## config.mk

```make
export PLATFORM = sky130hd
export DESIGN_NAME = regfile_mp
export DESIGN_NICKNAME = d
export VERILOG_FILES = /design/src/rtl/regfile_pkg.sv /design/src/rtl/regfile_mp_scoreboard.sv /design/src/rtl/regfile_mp.sv
export SDC_FILE = /design/constraint.sdc
export NUM_CORES = 2
export LEC_CHECK = 0
export CAP_MARGIN = 10
export CORE_MARGIN = 3
export CORE_UTILIZATION = 45
export DETAILED_ROUTE_END_ITERATION = 7
export HOLD_SLACK_MARGIN = 0.1
export PLACE_DENSITY_LB_ADDON = 0.3
export SYNTH_ARGS = -nofsm -noshare
export SYNTH_HDL_FRONTEND = slang
export SYNTH_SLANG_ARGS = --single-unit
```

## constraint.sdc

```tcl
create_clock -name clk -period 4.35 [get_ports clk]
set_input_delay 0.87 -clock clk [delete_from_list [all_inputs] [get_ports clk]]
set_output_delay 0.87 -clock clk [all_outputs]
set_load 0.005 [all_outputs]
```

## src/rtl/regfile_pkg.sv

```systemverilog
// Shared types and constants for the multi-port register file.
package regfile_pkg;

    localparam int unsigned XLEN_DEF = 32;
    localparam int unsigned NREG_DEF = 32;
    localparam int unsigned ZERO_REG = 0;

    typedef logic [$clog2(NREG_DEF)-1:0] reg_addr_t;
    typedef logic [XLEN_DEF-1:0]         xword_t;

endpackage

```

## src/rtl/regfile_mp_scoreboard.sv

```systemverilog
// Pending-write scoreboard: one busy bit per register, set by reserve, cleared by write.
module regfile_mp_scoreboard
    import regfile_pkg::*;
#(
    parameter int unsigned NREG = NREG_DEF,
    parameter int unsigned AW   = $clog2(NREG)
) (
    input  logic            clk,
    input  logic            rst_n,
    input  logic            we,
    input  logic [AW-1:0]   waddr,
    input  logic            rsv_en,
    input  logic [AW-1:0]   rsv_addr,
    output logic [NREG-1:0] busy_vec
);

    logic [NREG-1:0] busy_q, busy_d;

    // Reserve is applied after the clear: it belongs to a newer producer.
    always_comb begin
        busy_d = busy_q;
        if (we) begin
            busy_d[waddr] = 1'b0;
        end
        if (rsv_en && (rsv_addr != AW'(ZERO_REG))) begin
            busy_d[rsv_addr] = 1'b1;
        end
        busy_d[ZERO_REG] = 1'b0;
    end

    always_ff @(posedge clk or negedge rst_n) begin
        if (!rst_n) begin
            busy_q <= '0;
        end else begin
            busy_q <= busy_d;
        end
    end

    assign busy_vec = busy_q;

endmodule

```

## src/rtl/regfile_mp.sv

```systemverilog
// Multi-read-port register file with x0 hardwired to zero and a pending-write scoreboard.
// Define REGFILE_MP_BYPASS_EN to forward same-cycle write data/busy to the read ports.
module regfile_mp
    import regfile_pkg::*;
#(
    parameter int unsigned XLEN   = XLEN_DEF,
    parameter int unsigned NREG   = NREG_DEF,
    parameter int unsigned NUM_RD = 2,
    parameter int unsigned AW     = $clog2(NREG)
) (
    input  logic                   clk,
    input  logic                   rst_n,
    input  logic [NUM_RD*AW-1:0]   rd_addr,
    output logic [NUM_RD*XLEN-1:0] rd_data,
    output logic [NUM_RD-1:0]      rd_busy,
    input  logic                   we,
    input  logic [AW-1:0]          waddr,
    input  logic [XLEN-1:0]        wdata,
    input  logic                   rsv_en,
    input  logic [AW-1:0]          rsv_addr,
    output logic [NREG-1:0]        busy_vec
);

    logic [XLEN-1:0] regs_q [NREG];

    always_ff @(posedge clk or negedge rst_n) begin
        if (!rst_n) begin
            for (int i = 0; i < NREG; i++) begin
                regs_q[i] <= '0;
            end
        end else if (we && (waddr != AW'(ZERO_REG))) begin
            regs_q[waddr] <= wdata;
        end
    end

    regfile_mp_scoreboard #(
        .NREG (NREG),
        .AW   (AW)
    ) u_scoreboard (
        .clk      (clk),
        .rst_n    (rst_n),
        .we       (we),
        .waddr    (waddr),
        .rsv_en   (rsv_en),
        .rsv_addr (rsv_addr),
        .busy_vec (busy_vec)
    );

`ifdef REGFILE_MP_BYPASS_EN
    logic wr_fwd;
    // Gated by rst_n so reads stay zero while reset is held.
    assign wr_fwd = rst_n && we && (waddr != AW'(ZERO_REG));
`endif

    for (genvar i = 0; i < NUM_RD; i++) begin : g_rd
        logic [AW-1:0]   addr;
        logic [XLEN-1:0] data;
        logic            busy;

        assign addr = rd_addr[i*AW +: AW];

        always_comb begin
            data = (addr == AW'(ZERO_REG)) ? '0 : regs_q[addr];
            busy = busy_vec[addr];
`ifdef REGFILE_MP_BYPASS_EN
            if (wr_fwd && (addr == waddr)) begin
                data = wdata;
                busy = rsv_en && (rsv_addr == waddr);
            end
`endif
        end

        assign rd_data[i*XLEN +: XLEN] = data;
        assign rd_busy[i]              = busy;
    end

endmodule

```

==> summary.txt <==
Gpl congestion: 0.856
Overflow after GRT: 0
Slowest cell on crit path: clkdlybuf4s50_1
Synth Warn #: 0
Final wirelength: 184000 microns
Initial antenna violation count: 8
FILL cells: 9969
Worst min-delay path class: in -> async
Setup slack at placement: 0.0422 ns
Die width: 358 microns
Row cnt: 128
GRT Overall Usage: 28.7%
Minimum clock period: 4.31 ns
Layout Skew: 0 ns
DRC viols: 0
Yosys reg bits: 1055
Post-Syn Area: 0.0558 sq mm
CP cell instances: clkbuf_8 -> buf_12 -> buf_4 -> mux4_2 -> nor2b_1 -> a211oi_1 -> a311oi_1 -> clkdlybuf4s50_1
IO Pins: 154
Pwr dens: 459 mW/mm^2
Rel. slew slack: 19.5%
Max Fclk: 232 MHz
Post-cts resize count: 0
Clk sink count: 1055
Area Overhead vs Synth: 15.7%
Post-route clock period utilization: 99.0%
Share of synthesized flip-flops with an asynchronous set or reset: 100%
Max incr delay on CP: 0.54 ns
Placed cells: 5285
Placed wire-length estimate: 111000 microns
Initial Util: 45.6%
Syn Inst Count: 3710
Syn avg cell area: 15.1 sq um
Setup slack, reg-to-reg: 3.49 ns
Hold Violations, Final: 0
Final setup vio count: 0
Most frequent cells in the layout: dfrtp_1 (1055), mux2_2 (1026), mux4_2 (466)
Final WS setup: 0.0424 ns
# hold bufs at CTS: 0
DRT Pass-1 Iters: 5
Final core occ: 52.8%
Cts bufs inserted: 115
DR vias/cell: 6.74
CTS tree: built
CTS root buf: clkbuf_16
CP Capture Type: primary output
Share of cells above drive strength 1: 51.1%
Reg-to-Reg End: u_scoreboard.busy_vec[26]
First-pass GRT wire length: 268000 microns
Final Power: 29.7 mW
Post-DR wirelength/cell: 33.4 microns
Worst-path fanout max: 23
R2R cell count: 2
EDFF count, synth: 0
FF-to-FF Start: u_scoreboard.busy_vec[26]
Crit path kind: in -> out
Iter 0 DRT Violations: 4109
Post-synthesis sequential area ratio: 47.3%
Crit path max-delay family: buffers and inverters
Die Footprint: 0.128 sq mm
Post-synth net total: 3766
RSZ-0062 raised after global routing: no
Commonest non-fill, non-tap cell in the layout: dfrtp_1
Synth Flop Type: dfrtp_1
Stages on the worst setup path: 8
Leakage: 27.7 nW
Worst Tran Pin Value: 1.20 ns
Worst EP arrival: 3.44 ns
Post-CTS setup buffer count: 0
Via count: 37100
Layout Cells excl Fill: 5504
Die extent in y: 358 microns
Port Buffers: 152
Final net count: 3834
Status: finished clean
Worst Path Buf+Inv: 4
H-tree depth: 3
Max Transition Viols Final: 0
Core Footprint: 0.123 sq mm
Startpoint types: primary input
Clock transition at path regs: 0.07 ns
CP required: 3.48 ns
Pin count of the biggest net entering global routing: 132
Yosys cell types: 35
Clk buf depth: 3
Number of global-route vias before repair: 37700
Max Cap Violations: 0
Setup TNS: 0 ns
ANT nets after route: 0
Clk Latency, worst-skew pair: 0.69 ns
VDD IR max: 0.354 mV
==> where the power goes <==
group | total (mW) | internal [mW] | switching, mW | leakage [nW]
logic | 6.22 | 3.79 | 2.43 | 12.2
registers | 13.2 | 11.7 | 1.50 | 13.5
clock network | 10.3 | 6.06 | 4.20 | 1.97
total | 29.7 | 21.5 | 8.13 | 27.7
==> flip-flops by register name (all words and copies together) (netlist names) <==
name,cells
u_scoreboard.busy_vec,31
regs_q,1024
==> cells by family (layout without fill, tap and decap cells) <==
family / Yosys count / after routing / synth area share [%]
mux: 1686 / 1686 / 43.0
flops: 1055 / 1055 / 47.3
buf+inv: 437 / 603 / 3.40
compound gates: 388 / 388 / 5.02
simple gates: 143 / 144 / 1.34
other cells: 1 / 3 / 0.00672
==> per-stage QoR <==
stage / area (sq um) / hold slack (ns)
final: 64600 / 0.174
after global placement: 60600 / 0.377
after CTS: 64600 / 0.169
after floorplan: 55800 / 0.441
after global routing: 64600 / 0.188
after detailed placement: 60600 / 0.383
==> Yosys cell counts (all sizes together), types with 25 or more instances <==
library cell / number / area share [%]
a221o: 32 / 0.57
a31oi: 32 / 0.36
mux2i: 194 / 3.5
a311oi: 32 / 0.50
a22oi: 64 / 0.86
mux2: 1026 / 21
buf: 175 / 1.6
mux4: 466 / 19
a211oi: 32 / 0.43
dfrtp: 1055 / 47
nor2: 25 / 0.17
nor2b: 38 / 0.43
a221oi: 51 / 0.80
nand2: 43 / 0.29
clkbuf: 260 / 1.7
o21ai: 116 / 1.0
==> final cells by class <==
type	count	area [sq um]	area share [%]
Multi-Input combinational cell	2219	27900	43.1
Sequential cell	1055	26400	40.8
Timing Repair Buffer	385	4340	6.71
Clock buffer	167	3400	5.26
Tap cell	1625	2030	3.15
Clock inverter	49	583	0.902
Inverter	2	12.5	0.0194
Antenna cell	2	5.00	0.00774
==> how the worst max path moves through the flow <==
stage | from | end
after global placement | rd_addr[6] | rd_data[60]
after CTS | rd_addr[5] | rd_data[56]
after detailed placement | rd_addr[5] | rd_data[56]
after floorplan | rd_addr[6] | rd_busy[1]
final | rd_addr[5] | rd_data[59]
after global routing | rd_addr[5] | rd_data[59]
==> metal layers <==
metal / vias to the layer above / global-route usage [%] / routed length [microns]
li1: 14600 / - / -
met1: 20300 / 41.0 / 77400
met2: 1842 / 42.8 / 82800
met3: 352 / 7.43 / 17300
met4: 2 / 9.58 / 6540
met5: - / 0 / 13
No activity file was read; power rests on OpenSTA's default activity.
